### config.mk
export PLATFORM = sky130hd
export DESIGN_NAME = mem_port_arbiter
export DESIGN_NICKNAME = d
export VERILOG_FILES = /design/src/rtl/mem_port_arbiter.sv
export SDC_FILE = /design/constraint.sdc
export NUM_CORES = 1
export LEC_CHECK = 0
export CORE_MARGIN = 10
export CORE_UTILIZATION = 43
export CTS_CLUSTER_DIAMETER = 100
export DETAILED_ROUTE_END_ITERATION = 16
export PLACE_DENSITY = 0.95
export SYNTH_ARGS = -nofsm -noshare
export SYNTH_HDL_FRONTEND = slang
export SYNTH_SLANG_ARGS = --single-unit
### constraint.sdc
create_clock -name clk -period 4.4 [get_ports clk]
set_input_delay 0.44 -clock clk [delete_from_list [all_inputs] [get_ports clk]]
set_output_delay 0.44 -clock clk [all_outputs]
set_load 0.01 [all_outputs]
### src/rtl/mem_port_arbiter.sv
// mem_port_arbiter: shares one SRAM-like memory port between instruction fetch
// and the memory stage. Each transaction runs through an address phase
// (mem_req/mem_addr_ok) and then a data phase (mem_data_ok). Completion is a
// one-cycle ready pulse. A side is not re-granted in the cycle its own ready
// is high, because the requester is still holding req during that cycle.
// Optional build macro ARB_ROUND_ROBIN_EN: when both sides request together,
// alternate the grant instead of always preferring the data side.
module mem_port_arbiter #(
  parameter int ADDR_W = 32,
  parameter int DATA_W = 32
) (
  input  logic                clk,
  input  logic                rst,
  input  logic                inst_req,
  input  logic [ADDR_W-1:0]   inst_addr,
  output logic [DATA_W-1:0]   inst_rdata,
  output logic                inst_ready,
  input  logic                data_req,
  input  logic                data_wr,
  input  logic [DATA_W/8-1:0] data_wstrb,
  input  logic [ADDR_W-1:0]   data_addr,
  input  logic [DATA_W-1:0]   data_wdata,
  output logic [DATA_W-1:0]   data_rdata,
  output logic                data_ready,
  output logic                mem_req,
  output logic                mem_wr,
  output logic [DATA_W/8-1:0] mem_wstrb,
  output logic [ADDR_W-1:0]   mem_addr,
  output logic [DATA_W-1:0]   mem_wdata,
  input  logic                mem_addr_ok,
  input  logic                mem_data_ok,
  input  logic [DATA_W-1:0]   mem_rdata,
  output logic                stall_inst,
  output logic                stall_data
);

  typedef enum logic [2:0] {IDLE, D_ADDR, D_WAIT, I_ADDR, I_WAIT} state_t;

  state_t                r_state;
  state_t                w_state_nxt;
  logic                  w_grant_d;
  logic                  w_grant_i;
  logic                  w_inst_elig;
  logic                  w_data_elig;
  logic                  r_inst_ready;
  logic                  r_data_ready;
  logic [DATA_W-1:0]     r_inst_rdata;
  logic [DATA_W-1:0]     r_data_rdata;
  logic                  r_mem_req;
  logic                  r_mem_wr;
  logic [DATA_W/8-1:0]   r_mem_wstrb;
  logic [ADDR_W-1:0]     r_mem_addr;
  logic [DATA_W-1:0]     r_mem_wdata;
`ifdef ARB_ROUND_ROBIN_EN
  logic                  r_last_data;
`endif

  // A side's own ready pulse masks its request for that cycle
  assign w_inst_elig = inst_req & ~r_inst_ready;
  assign w_data_elig = data_req & ~r_data_ready;

  // Next-state and grant decision
  always_comb begin
    w_state_nxt = r_state;
    w_grant_d   = 1'b0;
    w_grant_i   = 1'b0;
    unique case (r_state)
      IDLE: begin
`ifdef ARB_ROUND_ROBIN_EN
        if (w_data_elig && w_inst_elig) begin
          if (r_last_data) w_grant_i = 1'b1;
          else             w_grant_d = 1'b1;
        end else if (w_data_elig) begin
          w_grant_d = 1'b1;
        end else if (w_inst_elig) begin
          w_grant_i = 1'b1;
        end
`else
        if (w_data_elig)      w_grant_d = 1'b1;
        else if (w_inst_elig) w_grant_i = 1'b1;
`endif
        if (w_grant_d)      w_state_nxt = D_ADDR;
        else if (w_grant_i) w_state_nxt = I_ADDR;
      end
      D_ADDR:  if (mem_addr_ok) w_state_nxt = D_WAIT;
      D_WAIT:  if (mem_data_ok) w_state_nxt = IDLE;
      I_ADDR:  if (mem_addr_ok) w_state_nxt = I_WAIT;
      I_WAIT:  if (mem_data_ok) w_state_nxt = IDLE;
      default: w_state_nxt = IDLE;
    endcase
  end

  // State register
  always_ff @(posedge clk or negedge rst) begin
    if (!rst) r_state <= IDLE;
    else      r_state <= w_state_nxt;
  end

  // Memory command, completion pulses and per-side read data
  always_ff @(posedge clk or negedge rst) begin
    if (!rst) begin
      r_inst_ready <= 1'b0;
      r_data_ready <= 1'b0;
      r_inst_rdata <= '0;
      r_data_rdata <= '0;
      r_mem_req    <= 1'b0;
      r_mem_wr     <= 1'b0;
      r_mem_wstrb  <= '0;
      r_mem_addr   <= '0;
      r_mem_wdata  <= '0;
    end else begin
      r_inst_ready <= (r_state == I_WAIT) && mem_data_ok;
      r_data_ready <= (r_state == D_WAIT) && mem_data_ok;
      if ((r_state == I_WAIT) && mem_data_ok) r_inst_rdata <= mem_rdata;
      // Writes complete without disturbing the last read value
      if ((r_state == D_WAIT) && mem_data_ok && !r_mem_wr) r_data_rdata <= mem_rdata;
      if (w_grant_d) begin
        r_mem_req   <= 1'b1;
        r_mem_wr    <= data_wr;
        r_mem_wstrb <= data_wr ? data_wstrb : '0;
        r_mem_addr  <= data_addr;
        r_mem_wdata <= data_wdata;
      end else if (w_grant_i) begin
        r_mem_req   <= 1'b1;
        r_mem_wr    <= 1'b0;
        r_mem_wstrb <= '0;
        r_mem_addr  <= inst_addr;
        r_mem_wdata <= '0;
      end else if (((r_state == D_ADDR) || (r_state == I_ADDR)) && mem_addr_ok) begin
        r_mem_req   <= 1'b0;
      end
    end
  end

`ifdef ARB_ROUND_ROBIN_EN
  // Remember which side won most recently so simultaneous requests alternate
  always_ff @(posedge clk or negedge rst) begin
    if (!rst)           r_last_data <= 1'b0;
    else if (w_grant_d) r_last_data <= 1'b1;
    else if (w_grant_i) r_last_data <= 1'b0;
  end
`endif

  assign inst_ready = r_inst_ready;
  assign data_ready = r_data_ready;
  assign inst_rdata = r_inst_rdata;
  assign data_rdata = r_data_rdata;
  assign mem_req    = r_mem_req;
  assign mem_wr     = r_mem_wr;
  assign mem_wstrb  = r_mem_wstrb;
  assign mem_addr   = r_mem_addr;
  assign mem_wdata  = r_mem_wdata;
  assign stall_inst = inst_req & ~r_inst_ready;
  assign stall_data = data_req & ~r_data_ready;

endmodule

==> summary.md, run 1 <==
## Global route
* wire length of the first global-routing pass: 27510 um
* vias in the first global route: 4713
* pin count of the biggest net entering global routing: 108
* antenna violations before repair: 0
* global-route usage over all layers: 19.94%
* total global routing overflow: 0

## Setup path
* depth of the worst register-to-register path: 6
* cell family with most CP delay: compound AO/OA/AOI/OAI gates
* setup slack of the most critical reg-to-reg path: 1.88 ns
* worst setup path startpoint: data_ready
* cell mode on critical path: sky130_fd_sc_hd__buf_4
* capture point of the worst path: mem_wdata[26]
* number of cells on the critical path: 6
* worst reg2reg startpoint: data_ready
* standard cell with the maximum stage delay on the critical path: sky130_fd_sc_hd__o21ai_4
* type of element capturing the critical path: register
* capture point of the worst reg-to-reg path: mem_wdata[26]
* maximum fanout encountered on the critical timing path: 34
* required time of the critical path: 4.73 ns
* Bufs and invs on worst path: 3
* cells traversed along the worst timing path: nand2b_1, buf_4, inv_2, o21ai_4, buf_4, a22o_1
* category of the worst setup path launch point: register
* Arrival @ worst endpoint: 2.86 ns
* Max stage delay on crit path: 0.83 ns
* critical path class: register to register

## Cells and area
* most common cell after layout, fill and taps aside: sky130_fd_sc_hd__clkdlybuf4s50_1
* leading cell types in the layout, fill and taps excluded: sky130_fd_sc_hd__clkdlybuf4s50_1, sky130_fd_sc_hd__dfrtp_1, sky130_fd_sc_hd__mux2_2
* share of the core filled with cells in the final layout: 71.86%
* net total in the final layout: 766
* layout cells sized above 1: 21.09%
* ant diodes: 0
* Area Overhead vs Synth: 63.78%

## CTS
* count of hold-fix buffers inserted at cts: 0
* clock insertion delay at the later pin of the skew report: 0.41 ns
* clock net sink count: 139
* TritonCTS clock tree: done
* Resized cells post-CTS: 0
* number of setup buffers added after CTS: 0
* clk slew on worst S/H paths: 0.06 ns
* Max Root-Sink Buffers: 2
* htree depth: 4
* clock buffer count from CTS: 17
* clock root cell: sky130_fd_sc_hd__clkbuf_16

## Pwr
* portion of total power attributed to the clock network: 22.6%
* Switching Fraction: 30.88%
* net switching power: 2.015 mW
* Pleak: 3.835 nW
* part of the total power dissipated in combinational logic: 43.2%
* PD cells: 722.4 nW/um2
* share of power burned in registers: 34.2%
* peak ir drop on the vdd network: 0.4708 mV
* Internal Power: 4.510 mW

## Detailed routing
* post-DR vias/cell: 5.014
* count of vias placed by the detailed router: 4071
* drt total wl: 17840 um
* Routed Antenna Nets: 0
* drt wl/cell: 21.97 um
* drt first-iter violations: 203
* Residual DRC: 0
* DRT Pass-1 Iters: 4

## Timing
* worst-margin pin slew: 1.360 ns
* Clock Skew: 0.009345 ns
* final critical-path required period: 2.520 ns
* Max Slew Vio Count: 0
* number of setup violations in the final report: 0
* maximum clock frequency: 396.8 MHz
* RSZ-0062 raised after global routing: false
* final hold vios: 0
* setup TNS after final layout: 0 ns
* share of the clock period used by the worst path after layout: 57.28%
* Max-slew headroom: 9.302%

## Die
* starting utilization of the core area: 43.87%
* core area: 12570 um2
* Rows: 41
* count of boundary I/O pins: 277
* height of the die: 133.2 um
* Die Area: 17750 um2
* die outline width: 133.2 um

## Synth
* sequential-to-total area share from yosys stat: 63.08%
* post-synth net total: 488
* Synth Cell Area: 5514 um2
* post-synthesis sequential element count: 139
* Post-Synthesis Mean Instance Area: 15.80 um2
* total of warnings raised by yosys: 0
* synthesized netlist cell count: 349
* number of library cell types mapped by synthesis: 23

## Hold path
* class of the worst hold path: input pin to asynchronous set/reset pin

## Status
* status: finished clean

## Placement
* Detailed Place HPWL: 13730 um
* RePlAce Congestion: 0.8134
* count of input and output buffers: 276

## Job
* # Max-Cap Violations: 0

## how the worst min path moves through the flow
| stage | start | to | slack [ns] | depth (start not counted) |
|---|---|---|---|---|
| floorplan | rst | data_rdata[0] | 0.14 | 0 |
| global placement | inst_rdata[18] | inst_rdata[18] | 0.47 | 1 |
| detailed placement | inst_rdata[8] | inst_rdata[8] | 0.48 | 1 |
| CTS | rst | inst_rdata[16] | 0.18 | 1 |
| global route | rst | inst_rdata[16] | 0.22 | 1 |
| finish | rst | inst_rdata[16] | 0.14 | 1 |
## kinds of logic (layout without fill, tap and decap cells)
family	count (synthesis)	count (layout)	synth area share, %
flops	139	139	63.08
mux	128	128	26.14
compound gates	43	43	6.671
buf+inv	23	314	2.383
simple gates	16	16	1.725
## power by group through the flow
stage | Combinational [mW] | Clock, mW | Sequential [mW]
final | 2.82 | 1.47 | 2.23
after CTS | 2.88 | 1.50 | 2.24
after global placement | 2.76 | 0 | 2.19
after floorplan | 0.947 | 0 | 2.47
after detailed placement | 2.86 | 0 | 2.25
after global routing | 3.00 | 1.55 | 2.30
## sequential cells by signal (all words and copies together) (netlist names), 3 cells and up
| name | count |
|---|---|
| data_rdata | 32 |
| inst_rdata | 32 |
| mem_addr | 32 |
| mem_wdata | 32 |
| mem_wstrb | 4 |
| r_state | 3 |
## layout make-up
class                   instances  area, um2
clock buffers                  20      456.7
clock inverters                12      162.7
fillers                       844       3537
inverters                       1      3.754
multi-input cells             187       1913
flip-flops and latches        139       3478
well taps                     172      215.2
repair buffers                281       2801
## per-stage QoR
step / worst slack [ns] / std cells / instance area (um2) / power [mW] / hold WS (ns)
detailed placement: 1.424 / 780 / 8412 / 5.103 / 0.4760
floorplan: 2.806 / 349 / 5514 / 3.419 / 0.1444
finish: 1.880 / 812 / 9031 / 6.524 / 0.1378
global placement: 1.540 / 780 / 8412 / 4.955 / 0.4670
CTS: 1.822 / 812 / 9031 / 6.610 / 0.1815
global route: 1.651 / 812 / 9031 / 6.856 / 0.2161
## Yosys cell counts
cell | n | area [um2]
sky130_fd_sc_hd__nor3_1 | 1 | 5.000
sky130_fd_sc_hd__clkbuf_1 | 2 | 7.510
sky130_fd_sc_hd__o22ai_1 | 1 | 6.260
sky130_fd_sc_hd__nand2_1 | 4 | 15.01
sky130_fd_sc_hd__nand3b_1 | 1 | 7.510
sky130_fd_sc_hd__a221oi_1 | 1 | 8.760
sky130_fd_sc_hd__mux2_1 | 34 | 382.9
sky130_fd_sc_hd__buf_2 | 12 | 60.06
sky130_fd_sc_hd__nor2b_1 | 1 | 6.260
sky130_fd_sc_hd__mux2_2 | 94 | 1059
sky130_fd_sc_hd__inv_2 | 1 | 3.750
sky130_fd_sc_hd__a22o_1 | 33 | 289.0
sky130_fd_sc_hd__a32o_1 | 4 | 40.04
sky130_fd_sc_hd__nor2_1 | 2 | 7.510
sky130_fd_sc_hd__dfrtp_1 | 139 | 3478
sky130_fd_sc_hd__o21ai_0 | 2 | 10.01
sky130_fd_sc_hd__o21ai_2 | 1 | 8.760
sky130_fd_sc_hd__nand2b_1 | 4 | 25.02
sky130_fd_sc_hd__and3_1 | 1 | 6.260
sky130_fd_sc_hd__and2_1 | 1 | 6.260
sky130_fd_sc_hd__buf_4 | 8 | 60.06
sky130_fd_sc_hd__a21oi_1 | 1 | 5.000
sky130_fd_sc_hd__nor3_4 | 1 | 16.27
## metal layers
layer | up-vias | share of wire [%] | track usage [%]
li1 | 1831 | - | -
met1 | 2034 | 38 | 21.36
met2 | 191 | 51 | 34.39
met3 | 15 | 9.2 | 9.398
met4 | 0 | 1.3 | 5.623
met5 | - | 0 | 0
Note: power is estimated with default switching activity, not from simulation.
==> inputs of run 2 (changes only) <==
- CORE_UTILIZATION: 43 -> 40
- PLACE_DENSITY: 0.95 -> 0.9
- clock period: 4.4 -> 2.64 ns (I/O delays scaled with it)
==> summary.md, run 2 (synthesis gave the netlist of run 1 again) <==
## Status
* status: finished clean, unchanged

## Timing
* RSZ-0062 raised after global routing: false, unchanged
* share of the clock period used by the worst path after layout: 89.43%, was 57.28%
* number of setup violations in the final report: 0, unchanged
* final hold vios: 0, unchanged
* Max Slew Vio Count: 0, unchanged
* setup TNS after final layout: 0 ns, unchanged
* Clock Skew: 0.009934 ns, was 0.009345 ns
* final critical-path required period: 2.361 ns, was 2.520 ns
* Max-slew headroom: 12.85%, was 9.302%
* maximum clock frequency: 423.6 MHz, was 396.8 MHz
* worst-margin pin slew: 1.307 ns, was 1.360 ns

## CTS
* clock buffer count from CTS: 17, unchanged
* clock net sink count: 139, unchanged
* htree depth: 4, unchanged
* TritonCTS clock tree: done, unchanged
* Max Root-Sink Buffers: 2, unchanged
* number of setup buffers added after CTS: 0, unchanged
* clock root cell: sky130_fd_sc_hd__clkbuf_16, unchanged
* count of hold-fix buffers inserted at cts: 1, was 0
* Resized cells post-CTS: 0, unchanged
* clk slew on worst S/H paths: 0.07 ns, was 0.06 ns
* clock insertion delay at the later pin of the skew report: 0.41 ns, about the same

## Placement
* RePlAce Congestion: 0.8683, was 0.8134
* area of placed instances: 8451 um2, was 8412 um2
* Detailed Place HPWL: 13640 um, was 13730 um
* count of input and output buffers: 276, unchanged

## Global route
* total global routing overflow: 0, unchanged
* wire length of the first global-routing pass: 26360 um, was 27510 um
* vias in the first global route: 4602, was 4713
* antenna violations before repair: 0, unchanged
* global-route usage over all layers: 18.26%, was 19.94%
* pin count of the biggest net entering global routing: 58, was 108

## Detailed routing
* drt total wl: 17620 um, was 17840 um
* DRT Pass-1 Iters: 4, unchanged
* count of vias placed by the detailed router: 4068, was 4071
* post-DR vias/cell: 4.961, was 5.014
* drt wl/cell: 21.49 um, was 21.97 um
* Residual DRC: 0, unchanged
* Routed Antenna Nets: 0, unchanged
* drt first-iter violations: 120, was 203

## Cells and area
* ant diodes: 0, unchanged
* Area Overhead vs Synth: 63.49%, was 63.78%
* net total in the final layout: 770, was 766
* layout cells sized above 1: 21.43%, was 21.09%
* most common cell after layout, fill and taps aside: sky130_fd_sc_hd__clkdlybuf4s50_1, unchanged
* post-layout instance area: 9015 um2, was 9031 um2
* leading cell types in the layout, fill and taps excluded: sky130_fd_sc_hd__clkdlybuf4s50_1, sky130_fd_sc_hd__dfrtp_1, sky130_fd_sc_hd__mux2_2, unchanged

## Pwr
* portion of total power attributed to the clock network: 20.9%, was 22.6%
* part of the total power dissipated in combinational logic: 44.3%, was 43.2%
* PD cells: 1176 nW/um2, was 722.4 nW/um2
* net switching power: 3.397 mW, was 2.015 mW
* Pleak: 3.845 nW, was 3.835 nW
* share of power burned in registers: 34.8%, was 34.2%
* Internal Power: 7.209 mW, was 4.510 mW
* peak ir drop on the vdd network: 0.7308 mV, was 0.4708 mV
* Switching Fraction: 32.03%, was 30.88%

## Die
* count of boundary I/O pins: 277, unchanged
* starting utilization of the core area: 41.31%, was 43.87%
* Die Area: 18880 um2, was 17750 um2
* core area: 13350 um2, was 12570 um2
* die outline width: 137.4 um, was 133.2 um
* Rows: 42, was 41
* height of the die: 137.4 um, was 133.2 um

## Hold path
* class of the worst hold path: input pin to asynchronous set/reset pin, unchanged

## Setup path
* Bufs and invs on worst path: 0, was 3
* required time of the critical path: 2.98 ns, was 4.73 ns
* Arrival @ worst endpoint: 2.70 ns, was 2.86 ns
* depth of the worst register-to-register path: 3, was 6
* worst reg2reg startpoint: r_state[0], was data_ready
* worst setup path startpoint: r_state[0], was data_ready
* cell family with most CP delay: simple AND/OR/NAND/NOR gates, was compound AO/OA/AOI/OAI gates
* setup slack of the most critical reg-to-reg path: 0.28 ns, was 1.88 ns
* standard cell with the maximum stage delay on the critical path: sky130_fd_sc_hd__and2_1, was sky130_fd_sc_hd__o21ai_4
* capture point of the worst reg-to-reg path: mem_wdata[5], was mem_wdata[26]
* category of the worst setup path launch point: register, unchanged
* type of element capturing the critical path: register, unchanged
* critical path class: register to register, unchanged
* number of cells on the critical path: 3, was 6
* capture point of the worst path: mem_wdata[5], was mem_wdata[26]
* maximum fanout encountered on the critical timing path: 37, was 34
* Max stage delay on crit path: 1.08 ns, was 0.83 ns
* cells traversed along the worst timing path: nor3_1, and2_1, a22o_1, was nand2b_1, buf_4, inv_2, o21ai_4, buf_4, a22o_1

## Job
* # Max-Cap Violations: 0, unchanged

run 2: cell types whose count changed in the layout (fill, tap and decap cells not counted):
| cell | before | now |
|---|---|---|
| sky130_fd_sc_hd__clkbuf_8 | 2 | 0 |
| sky130_fd_sc_hd__buf_12 | 0 | 1 |
| sky130_fd_sc_hd__bufinv_16 | 3 | 0 |
| sky130_fd_sc_hd__clkbuf_1 | 1 | 0 |
| sky130_fd_sc_hd__inv_6 | 3 | 7 |
| sky130_fd_sc_hd__and3_2 | 1 | 0 |
| sky130_fd_sc_hd__dlygate4sd3_1 | 0 | 1 |
| sky130_fd_sc_hd__buf_4 | 5 | 7 |
| sky130_fd_sc_hd__and3_1 | 0 | 1 |
| sky130_fd_sc_hd__clkinv_2 | 0 | 2 |
| sky130_fd_sc_hd__clkinvlp_4 | 5 | 2 |
| sky130_fd_sc_hd__inv_8 | 0 | 3 |
run 2: power by group through the flow:
stage / clock network (mW) / registers, mW / logic, mW
2_1_floorplan: 0 / 4.12 / 1.58
3_3_place_gp: 0 / 3.64 / 4.61
3_5_place_dp: 0 / 3.72 / 4.76
4_1_cts: 2.28 / 3.70 / 4.79
5_1_grt: 2.37 / 3.81 / 5.00
6_report: 2.21 / 3.69 / 4.70
run 2: worst register-to-register path: cells and delay by family, from the launching register on:
kind               cells  cell delay [ns]
AOI/OAI and AO/OA      1             0.32
DFF                    1             0.44
and+or+nand+nor        2             1.53
run 2: worst min path at each step:
| stage | start | end | slack [ns] |
|---|---|---|---|
| 2_1_floorplan | rst | data_rdata[0] | -0.03 |
| 3_3_place_gp | rst | inst_rdata[10] | 0.24 |
| 3_5_place_dp | rst | inst_rdata[10] | 0.24 |
| 4_1_cts | rst | inst_rdata[16] | 0.36 |
| 5_1_grt | rst | inst_rdata[2] | 0.39 |
| 6_report | rst | data_rdata[16] | 0.37 |
run 2: metal layers:
layer  share of wire (%)  GRT usage (%)  wire (um)  up-vias
met5                   0              0          0        -
met2                  52          31.96       9150      194
li1                    -              -          -     1847
met1                  36          19.28       6386     2007
met4                 1.3          5.621        231        0
met3                  11          8.157       1853       20
run 2: final cells by class:
type	instances	area, um2
sequential	139	3478
fill	927	4333
inverter	1	3.754
clock buffer	17	425.4
tap	176	220.2
clock inverter	15	128.9
multi-input combinational	187	1912
timing repair buffer	285	2846
run 2: metrics by stage:
stage	total power, mW	std cells	hold WS (ns)	worst slack (ns)	util [%]
after detailed placement	8.483	787	0.2419	0.2980	63.31
after global placement	8.254	787	0.2356	0.4270	63.31
after global routing	11.18	820	0.3874	0.08352	67.54
final	10.61	820	0.3721	0.2791	67.54
after floorplan	5.698	349	-0.03159	1.062	-
after CTS	10.78	820	0.3584	0.2566	67.54
==> inputs of run 3 (changes only) <==
- CTS_CLUSTER_SIZE: default -> 24
==> results of run 3 <==
The final DEF is identical to that of run 2; final timing and power are the same.
